$ cat src/rtl/nway_cache_control.sv
`default_nettype none
// ============================================================================
// nway_cache_control : WAYS-way write-back/write-allocate L2 control FSM with
//                      tree pseudo-LRU replacement and full-cache flush.
// Revision: 1.0
// ============================================================================
module nway_cache_control #(
  parameter int WAYS     = 4,
  parameter int WAY_BITS = $clog2(WAYS),
  parameter int SET_BITS = 3
) (
  input  logic                clk,
  input  logic                rst,
  input  logic                mem_read,
  input  logic                mem_write,
  output logic                mem_resp,
  input  logic                flush_req,
  output logic                flush_done,
  output logic                pmem_read,
  output logic                pmem_write,
  input  logic                pmem_resp,
  input  logic                hit,
  input  logic [WAYS-1:0]     hit_way,
  input  logic [WAYS-1:0]     valid_out,
  input  logic [WAYS-1:0]     dirty_out,
  input  logic [WAYS-2:0]     lru_out,
  output logic [WAYS-2:0]     lru_in,
  output logic                ld_lru,
  output logic [WAYS-1:0]     ld_valid,
  output logic                valid_in,
  output logic [WAYS-1:0]     ld_dirty,
  output logic                dirty_in,
  output logic [WAYS-1:0]     ld_tag,
  output logic [WAYS-1:0]     ld_data,
  output logic                write_mux_sel,
  output logic [WAY_BITS-1:0] pmem_way_sel,
  output logic                pmem_addr_sel,
  output logic                index_sel,
  output logic [SET_BITS-1:0] flush_index
);

  localparam logic [WAY_BITS-1:0] c_last_way = WAY_BITS'(WAYS - 1);
  localparam logic [SET_BITS-1:0] c_last_set = {SET_BITS{1'b1}};

  typedef enum logic [2:0] {
    IDLE     = 3'd0,
    EVICT    = 3'd1,
    FETCH    = 3'd2,
    FL_CHECK = 3'd3,
    FL_EVICT = 3'd4
  } state_t;

  state_t              r_state;
  state_t              w_next;
  logic [WAY_BITS-1:0] r_way;
  logic [SET_BITS-1:0] r_set;
  logic                w_advance;
  logic [WAY_BITS-1:0] w_victim;
  logic [WAY_BITS-1:0] w_hit_idx;
  logic [WAYS-1:0]     w_victim_oh;
  logic [WAYS-1:0]     w_way_oh;
  logic                w_last_way;
  logic                w_last_set;

  // Heap-ordered tree: node n lives in bit n-1; each node on the path is
  // pointed away from the accessed way.
  function automatic logic [WAYS-2:0] plru_update(input logic [WAYS-2:0] tree,
                                                  input logic [WAY_BITS-1:0] way);
    logic [WAYS-2:0] t;
    int              node;
    t    = tree;
    node = 1;
    for (int l = WAY_BITS - 1; l >= 0; l--) begin
      t[node-1] = ~way[l];
      node      = 2 * node + int'(way[l]);
    end
    return t;
  endfunction

  // Lowest invalid way wins; otherwise follow the tree from the root.
  function automatic logic [WAY_BITS-1:0] pick_victim(input logic [WAYS-1:0] valid,
                                                      input logic [WAYS-2:0] tree);
    logic [WAY_BITS-1:0] v;
    logic                b;
    int                  node;
    v    = '0;
    node = 1;
    for (int l = WAY_BITS - 1; l >= 0; l--) begin
      b    = tree[node-1];
      v[l] = b;
      node = 2 * node + int'(b);
    end
    for (int w = WAYS - 1; w >= 0; w--) begin
      if (!valid[w]) v = WAY_BITS'(w);
    end
    return v;
  endfunction

  function automatic logic [WAY_BITS-1:0] onehot_to_idx(input logic [WAYS-1:0] oh);
    logic [WAY_BITS-1:0] idx;
    idx = '0;
    for (int w = 0; w < WAYS; w++) begin
      if (oh[w]) idx = idx | WAY_BITS'(w);
    end
    return idx;
  endfunction

  assign w_victim    = pick_victim(valid_out, lru_out);
  assign w_hit_idx   = onehot_to_idx(hit_way);
  assign w_victim_oh = WAYS'(1) << w_victim;
  assign w_way_oh    = WAYS'(1) << r_way;
  assign w_last_way  = (r_way == c_last_way);
  assign w_last_set  = (r_set == c_last_set);
  assign flush_index = r_set;

  always_ff @(posedge clk or posedge rst) begin
    if (rst) begin
      r_state <= IDLE;
      r_way   <= '0;
      r_set   <= '0;
    end else begin
      r_state <= w_next;
      if (w_advance) begin
        r_way <= r_way + 1'b1;
        if (w_last_way) r_set <= r_set + 1'b1;
      end
    end
  end

  always_comb begin
    w_next        = r_state;
    w_advance     = 1'b0;
    mem_resp      = 1'b0;
    flush_done    = 1'b0;
    pmem_read     = 1'b0;
    pmem_write    = 1'b0;
    lru_in        = '0;
    ld_lru        = 1'b0;
    ld_valid      = '0;
    valid_in      = 1'b0;
    ld_dirty      = '0;
    dirty_in      = 1'b0;
    ld_tag        = '0;
    ld_data       = '0;
    write_mux_sel = 1'b0;
    pmem_way_sel  = '0;
    pmem_addr_sel = 1'b0;
    index_sel     = 1'b0;

    // Outputs are held low for the whole time reset is asserted.
    if (!rst) begin
      case (r_state)
        IDLE: begin
          if (mem_read || mem_write) begin
            if (hit) begin
              mem_resp = 1'b1;
              ld_lru   = 1'b1;
              lru_in   = plru_update(lru_out, w_hit_idx);
              if (mem_write) begin
                write_mux_sel = 1'b1;
                ld_data       = hit_way;
                ld_dirty      = hit_way;
                ld_tag        = hit_way;
                dirty_in      = 1'b1;
              end
            end else if (valid_out[w_victim] && dirty_out[w_victim]) begin
              w_next = EVICT;
            end else begin
              w_next = FETCH;
            end
          end else if (flush_req) begin
            w_next = FL_CHECK;
          end
        end
        EVICT: begin
          pmem_write    = 1'b1;
          pmem_addr_sel = 1'b1;
          pmem_way_sel  = w_victim;
          if (pmem_resp) w_next = FETCH;
        end
        FETCH: begin
          pmem_read = 1'b1;
          if (pmem_resp) begin
            ld_valid = w_victim_oh;
            ld_dirty = w_victim_oh;
            ld_tag   = w_victim_oh;
            ld_data  = w_victim_oh;
            valid_in = 1'b1;
            ld_lru   = 1'b1;
            lru_in   = plru_update(lru_out, w_victim);
            w_next   = IDLE;
          end
        end
        FL_CHECK: begin
          index_sel = 1'b1;
          if (valid_out[r_way] && dirty_out[r_way]) begin
            w_next = FL_EVICT;
          end else begin
            ld_valid  = w_way_oh;
            w_advance = 1'b1;
          end
        end
        FL_EVICT: begin
          index_sel     = 1'b1;
          pmem_write    = 1'b1;
          pmem_addr_sel = 1'b1;
          pmem_way_sel  = r_way;
          if (pmem_resp) begin
            ld_valid  = w_way_oh;
            ld_dirty  = w_way_oh;
            w_advance = 1'b1;
          end
        end
        default: w_next = IDLE;
      endcase

      if (w_advance) begin
        w_next = FL_CHECK;
        if (w_last_way) begin
          ld_lru = 1'b1;
          lru_in = '0;
          if (w_last_set) begin
            flush_done = 1'b1;
            w_next     = IDLE;
          end
        end
      end
    end
  end

endmodule
`default_nettype wire

$ cat config.mk
export PLATFORM = sky130hd
export DESIGN_NAME = nway_cache_control
export DESIGN_NICKNAME = d
export VERILOG_FILES = /design/src/rtl/nway_cache_control.sv
export SDC_FILE = /design/constraint.sdc
export NUM_CORES = 1
export LEC_CHECK = 0
export CORE_ASPECT_RATIO = 1.25
export CORE_MARGIN = 1
export CORE_UTILIZATION = 36
export CTS_CLUSTER_DIAMETER = 120
export DETAILED_ROUTE_END_ITERATION = 7
export PLACE_DENSITY = 0.77
export SYNTH_ARGS = -nofsm -noshare
export SYNTH_HDL_FRONTEND = slang
export SYNTH_SLANG_ARGS = --single-unit
$ cat constraint.sdc
create_clock -name clk -period 2 [get_ports clk]
set_input_delay 0.4 -clock clk [delete_from_list [all_inputs] [get_ports clk]]
set_output_delay 0.4 -clock clk [all_outputs]
set_load 0.03 [all_outputs]
==> results_dict.tcl, run 1 <==
set metrics [dict create \
    status "stopped before the end" \
    lastStage "global routing" \
    error "[ERROR DPL-0038] Utilization greater than 100%, impossible to legalize" \
    worst-ep-kind "primary output" \
    die_w_um 50.7 \
    grt-worst-endpoint "lru_in[2]" \
    cts_sinks 8 \
    rows 21 \
    synthTopCellsByArea "dfrtp_1, nand2_1, a21oi_1, ha_1, nor2_1" \
    yosys_warnings 0 \
    async_flop_share 1.00 \
    yosys.area_share.simple 0.297 \
    synth_fa_ha_area_frac 0.0703 \
    cts-root-buf "clkbuf_4" \
    synth_edf_count 0 \
    hold_buffers 0 \
    dpl-instance-area_um2 2140 \
    yosysMostFrequentCell "nand2_1" \
    synth_nets 169 \
    dieHeight_um 62.9 \
    io-pin-count 56 \
    portBuffers 55 \
    synth-xor-area-share 0.0164 \
    ys_seq_area_frac 0.188 \
    ys_seq_elements 8 \
    synthTopCellsByCount "nand2_1, nor2_1, a21oi_1, dfrtp_1" \
    synth-compound-area-share 0.238 \
    synth_top_family_by_area "simple AND/OR/NAND/NOR gates" \
    syn_inst 141 \
    ctsHtreeMaxLevel 1 \
    start_util 0.387 \
    synth_top_area_cell "dfrtp_1" \
    synth.area.mux_share 0.114 \
    synth_top_area_share 0.188 \
    gp_congestion 0.873 \
    cts-buffers-inserted 3 \
    hpwlAfterDp_um 3350 \
    synth-main-ff-cell "dfrtp_1" \
    syn_avg_cell_area_um2 7.57 \
    netlist_area_um2 1070 \
    cts_max_path_buffers 2 \
    synthDistinctLibCells 47 \
    grt_max_degree 12 \
]
==> what timing repair did <==
| item | 4_1_cts |
|---|---|
| pin swaps | 28 |
| resized for setup | 136 |
| buffers inserted | 19 |
| setup endpoints to repair | 32 |
==> per-stage QoR <==
step	hold slack [ns]	worst slack [ns]	std cells	util
after floorplan	0.390	-0.107	141	-
after global placement	0.524	-1.00	276	0.776
after detailed placement	0.542	-1.05	276	0.776
after CTS	0.563	-0.314	298	0.946
==> kinds of logic after synthesis <==
family,Yosys count
flip-flops,8
multiplexers,9
AO/OA/AOI/OAI,38
AND/OR/NAND/NOR,64
adder cells (fa/ha/maj),6
buffers and inverters,14
XOR/XNOR,2
==> inputs of run 2 (changes only) <==
CORE_ASPECT_RATIO = default   (was 1.25)
CORE_UTILIZATION = 25   (was 36)
CTS_CLUSTER_DIAMETER = default   (was 120)
PLACE_DENSITY = default   (was 0.77)
PLACE_DENSITY_LB_ADDON = 0.15   (was default)
clock period = 2.6 ns   (was 2 ns; I/O delays follow)
==> results_dict.tcl, run 2 <==
set metrics [dict create \
    status "complete, no violations" \
    yosys_warnings 0 \
    whs_path_depth 1 \
    holdWs_ns 0.503 \
    post-route-period-util 0.991 \
    cts-root-buf "clkbuf_8" \
    setup_viol 0 \
    start_kind "register" \
    syn_to_final_growth_pct 79.4 \
    rows 23 \
    start_util 0.263 \
    dpl_worst_slack_ns -0.576 \
    drcViolationCount 0 \
    antenna_found_initial 0 \
    synthDistinctLibCells 47 \
    min_period_ns 2.58 \
    cts-buffers-inserted 3 \
    synthTopCellsByArea "dfrtp_1, nand2_1, a21oi_1, ha_1, nor2_1" \
    diodes 0 \
    gp_congestion 0.854 \
    final-hold-violation-count 0 \
    track_usage 0.178 \
    reg2regPathDepth 8 \
    synth_edf_count 0 \
    synth_nets 169 \
    synthTopCellsByCount "nand2_1, nor2_1, a21oi_1, dfrtp_1" \
    ys_seq_area_frac 0.188 \
    drv_slew 0 \
    first_global_vias 1331 \
    core_area_um2 4060 \
    fin_util 0.472 \
    layout-drive-gt1-share 0.465 \
    routed_wl_um 3840 \
    ir_drop_mv 0.444 \
    netlist_area_um2 1070 \
    yosysMostFrequentCell "nand2_1" \
    synth_top_area_cell "dfrtp_1" \
    cts.clk_slew.worst_paths_ns 0.04 \
    async_flop_share 1.00 \
    ant_nets 0 \
    hp-class "reg -> reg" \
    io-pin-count 56 \
    leakage_nw 0.922 \
    wl_per_cell_um 13.8 \
    vias 1345 \
    fin_ws_ns 0.0240 \
    crit_type "reg -> out" \
    cpMaxStageDelayCell "mux4_2" \
    crit_arrival_ns 2.06 \
    final_nets 258 \
    cts_sinks 8 \
    cts_max_path_buffers 2 \
    p_per_area_nw_per_um2 825 \
    final_cell_mix "buf_4, nand2_1, nor2_1, a21oi_1, clkdlybuf4s50_1" \
    syn_inst 141 \
    overflow 0 \
    ys_seq_elements 8 \
    cts_tree "built" \
    ctsHtreeMaxLevel 1 \
    cap_violations 0 \
    firstDrtPassIters 4 \
    fin_tns_setup_ns 0 \
    synth-main-ff-cell "dfrtp_1" \
    critPathMostFrequentCell "buf_4" \
    clk_latency_ns 0.23 \
    final_common_cell "buf_4" \
    hpwlAfterDp_um 3160 \
    portBuffers 55 \
    finalClockSkew_ns 0.00509 \
    setup.worst_path.end_class "primary output" \
    die_w_um 67.3 \
    fmax_mhz 388 \
    viasPerCell 4.84 \
    relSlewSlack 0.768 \
    dieHeight_um 67.3 \
    grt_max_degree 13 \
    path_cells "inv_2 > mux4_2 > a31o_4 > buf_6 > buf_4 > nand2_1 > a21oi_1 > buf_4" \
    tightest_slew_ns 0.346 \
    grt_pass1_wl_um 6090 \
    synth_top_area_share 0.188 \
    syn_avg_cell_area_um2 7.57 \
    critPathMaxStageDelay_ns 0.54 \
    hold_buffers 0 \
    cp.required_ns 2.08 \
    die-area_um2 4530 \
    crit_fanout 4 \
    drt_iter0_drc 45 \
]
-- run 2: cell counts after synthesis --
Identical to the previous run, type by type.
-- run 2: path summary, 6_finish.rpt --
kind                                      from              to  slack [ns]
max in group asynchronous                  rst      r_state[0]        1.73
worst max-delay path                  r_way[1]     ld_valid[0]        0.02
min in group asynchronous                  rst  flush_index[1]        0.71
worst min-delay path            flush_index[0]  flush_index[0]        0.50
worst max register to register        r_way[1]        r_way[1]        0.38
worst min register to register  flush_index[0]  flush_index[0]        0.50
-- run 2: area by class of cell --
cell class | instances | area [µm²]
multi-input cells | 119 | 861
clock buffers | 3 | 41.3
repair buffers | 92 | 726
well taps | 50 | 62.6
fillers | 425 | 2140
inverters | 6 | 22.5
flip-flops and latches | 8 | 201
-- run 2: cells by family after synthesis --
group           count (synthesis)  synth area share
xor+xnor                        2            0.0164
buf+inv                        14            0.0774
mux                             9             0.114
simple gates                   64             0.297
flops                           8             0.188
fa+ha+maj                       6            0.0703
compound gates                 38             0.238
-- run 2: metal layers --
layer | global-route usage | routed length, µm
met1 | 0.218 | 1720
met2 | 0.320 | 1870
met3 | 0.0118 | 189
met4 | 0.0745 | 59
met5 | 0 | 0
-- run 2: critical path, delay by kind of cell, from the launching register on --
kind | cells | cell delay (ns)
muxes | 1 | 0.54
DFF | 1 | 0.39
buffers and inverters | 4 | 0.50
and+or+nand+nor | 1 | 0.06
AOI/OAI and AO/OA | 2 | 0.34
-- run 2: stage by stage --
| step | power, mW | cell area [µm²] | std cells |
|---|---|---|---|
| 2_1_floorplan | 0.878 | 1070 | 141 |
| 3_3_place_gp | 1.34 | 1800 | 270 |
| 6_report | 1.58 | 1910 | 278 |
| 4_1_cts | 1.57 | 1910 | 276 |
| 3_5_place_dp | 1.36 | 1800 | 270 |
| 5_1_grt | 1.69 | 1910 | 278 |
-- run 2: where the power goes --
group          internal [mW]  switching [mW]
logic                  0.559           0.626
registers              0.177          0.0716
clock network          0.100          0.0471
total                  0.836           0.745
-- run 2: what timing repair did --
action | CTS | global route
setup endpoints to repair | 23 | 11
hold endpoints to repair | 0 | 0
gates resized for setup | 50 | 12
buffers inserted | 3 | 2
pin swaps | 4 | 5
(Power assumes the default switching activity.)
==> inputs of run 3 (changes only) <==
CTS_CLUSTER_DIAMETER = 40   (was default)
==> results of run 3 <==
No change in the layout: final DEF, timing and power equal those of run 2.
==> inputs of run 4 (changes only) <==
ABC_AREA = 1   (was default)
==> results_dict.tcl, run 4 <==
set metrics [dict create \
    start_util 0.265 \
    synth_top_area_cell "nand2_1" \
    fin_util 0.421 \
    fillerInstances 477 \
    use_met3 0.0390 \
    setup.worst_path.end_class "primary output" \
    synthTopCellsByArea "nand2_1, dfrtp_1, inv_1, nand3_1, ha_1" \
    routed_wl_um 3850 \
    die-area_um2 4950 \
    grtUsageMet1 0.224 \
    cap_violations 0 \
    final_common_cell "nand2_1" \
    diodes 0 \
    tightest_slew_ns 0.404 \
    syn_inst 204 \
    vias 1475 \
    final-seq-area_um2 200 \
    clock_power_share 0.110 \
    ir_drop_mv 0.267 \
    final_cell_mix "nand2_1, buf_4, inv_1, clkdlybuf4s50_1, nand3_1" \
    min_period_ns 2.52 \
    portBuffers 55 \
    cts_max_path_buffers 2 \
    crit_fanout 4 \
    grt_pass1_wl_um 6610 \
    netlist_area_um2 1170 \
    multiInputGateArea_um2 811 \
    setup_viol 0 \
    power.switching_mw 0.709 \
    layout-drive-gt1-share 0.291 \
    grt_util_met2 0.269 \
    final_cell_count_no_fill 320 \
    first_global_vias 1411 \
    crit_arrival_ns 2.00 \
    yosysMostFrequentCell "nand2_1" \
    relSlewSlack 0.728 \
    synth_nets 232 \
    pwr-share-comb 0.711 \
    synthTopCellsByCount "nand2_1, inv_1, nor2_1, nand3_1, a21oi_1" \
    drv_slew 0 \
    hpwlAfterDp_um 3310 \
    track_usage 0.166 \
    ys_seq_elements 8 \
    p_int_mw 0.612 \
    post-route-period-util 0.971 \
    ys_seq_area_frac 0.171 \
    overflow 0 \
    rows 24 \
    start_kind "primary input" \
    cts-buffers-inserted 3 \
    clk_latency_ns 0.22 \
    io-pin-count 56 \
    viasPerCell 4.61 \
    cp.required_ns 2.08 \
    drcViolationCount 0 \
    busiest_layer "met2" \
    firstDrtPassIters 4 \
    cts-root-buf "clkbuf_8" \
    synth_top_area_share 0.225 \
    cts_tree "built" \
    final_nets 298 \
    async_flop_share 1.00 \
    cts.clk_slew.worst_paths_ns 0.04 \
    crit_type "in -> out" \
    sw_frac_of_total 0.537 \
    leakage_nw 1.04 \
    fmax_mhz 396 \
    syn_to_final_growth_pct 59.0 \
    syn_avg_cell_area_um2 5.73 \
    hold_buffers 0 \
    final-hold-violation-count 0 \
    finalClockSkew_ns 0.000681 \
    ctsHtreeMaxLevel 1 \
    synth-main-ff-cell "dfrtp_1" \
    yosys_warnings 0 \
    dp.cells 317 \
    holdWs_ns 0.509 \
    p_seq_frac 0.179 \
    antenna_found_initial 0 \
    ant_nets 0 \
    core_area_um2 4410 \
    synthDistinctLibCells 27 \
    power_mw 1.32 \
    cts_sinks 8 \
    gp_congestion 0.906 \
    drt_iter0_drc 94 \
    synth_edf_count 0 \
    grt_max_degree 18 \
    rsz0062_at_grt "true" \
    die_w_um 70.4 \
    wl_per_cell_um 12.0 \
    dieHeight_um 70.4 \
    hp-class "reg -> reg" \
    p_per_area_nw_per_um2 711 \
    status "complete, no violations" \
]
## run 4: timing repair
action | CTS | global route
pin swaps | 0 | 2
resized for setup | 1 | 13
setup endpoints to repair | 6 | 21
buffers inserted | 0 | 0
## run 4: kinds of logic after synthesis
kind of cell / after synthesis / share of synthesized area
AO/OA/AOI/OAI: 20 / 0.0910
AND/OR/NAND/NOR: 125 / 0.502
adder cells (fa/ha/maj): 6 / 0.0642
flip-flops: 8 / 0.171
XOR/XNOR: 1 / 0.00750
buffers and inverters: 44 / 0.164
## run 4: layer usage
metal  vias up  part of all wire
met3         4             0.075
met5         -                 0
met4         0            0.0073
li1        765                 -
met1       650              0.46
met2        56              0.46
## run 4: layout make-up
type / instances / area share
Inverter: 35 / 0.0714
Sequential cell: 8 / 0.108
Multi-Input combinational cell: 152 / 0.436
Tap cell: 52 / 0.0350
Timing Repair Buffer: 70 / 0.327
Clock buffer: 3 / 0.0222
## run 4: per-stage QoR
| step | TNS, ns | setup slack, ns | cell area, µm² |
|---|---|---|---|
| after detailed placement | -0.210 | -0.0494 | 1770 |
| after floorplan | 0 | 0.0377 | 1170 |
| final | 0 | 0.0757 | 1860 |
| after global routing | -0.298 | -0.0481 | 1860 |
| after CTS | 0 | 0.0237 | 1820 |
| after global placement | 0 | 0.00767 | 1770 |
## run 4: path summary, 6_finish.rpt
| check | endpoint | slack, ns | from | depth (start not counted) |
|---|---|---|---|---|
| setup / recovery | ld_tag[2] | 0.08 | valid_out[0] | 8 |
| hold / removal | flush_index[1] | 0.51 | flush_index[1] | 2 |
| setup reg to reg | r_way[0] | 1.01 | r_state[0] | 10 |
| hold reg to reg | flush_index[1] | 0.51 | flush_index[1] | 2 |
| max in group asynchronous | r_way[0] | 1.57 | rst | 3 |
| min in group asynchronous | r_state[0] | 0.90 | rst | 3 |
## run 4: power groups by stage
stage | logic [mW] | clock network, mW | registers, mW
after global routing | 1.04 | 0.161 | 0.243
after floorplan | 0.599 | 0 | 0.249
after detailed placement | 0.921 | 0 | 0.238
after CTS | 0.924 | 0.155 | 0.236
after global placement | 0.921 | 0 | 0.238
final | 0.939 | 0.146 | 0.236
## run 4: critical path, cell delays in order
cell and delay [ns]:
clkdlybuf4s50_1 0.48, nand2_1 0.11, nor2_4 0.16, inv_1 0.09, nor2_2 0.12, nand2_1 0.11, a21oi_1 0.22, buf_4 0.20
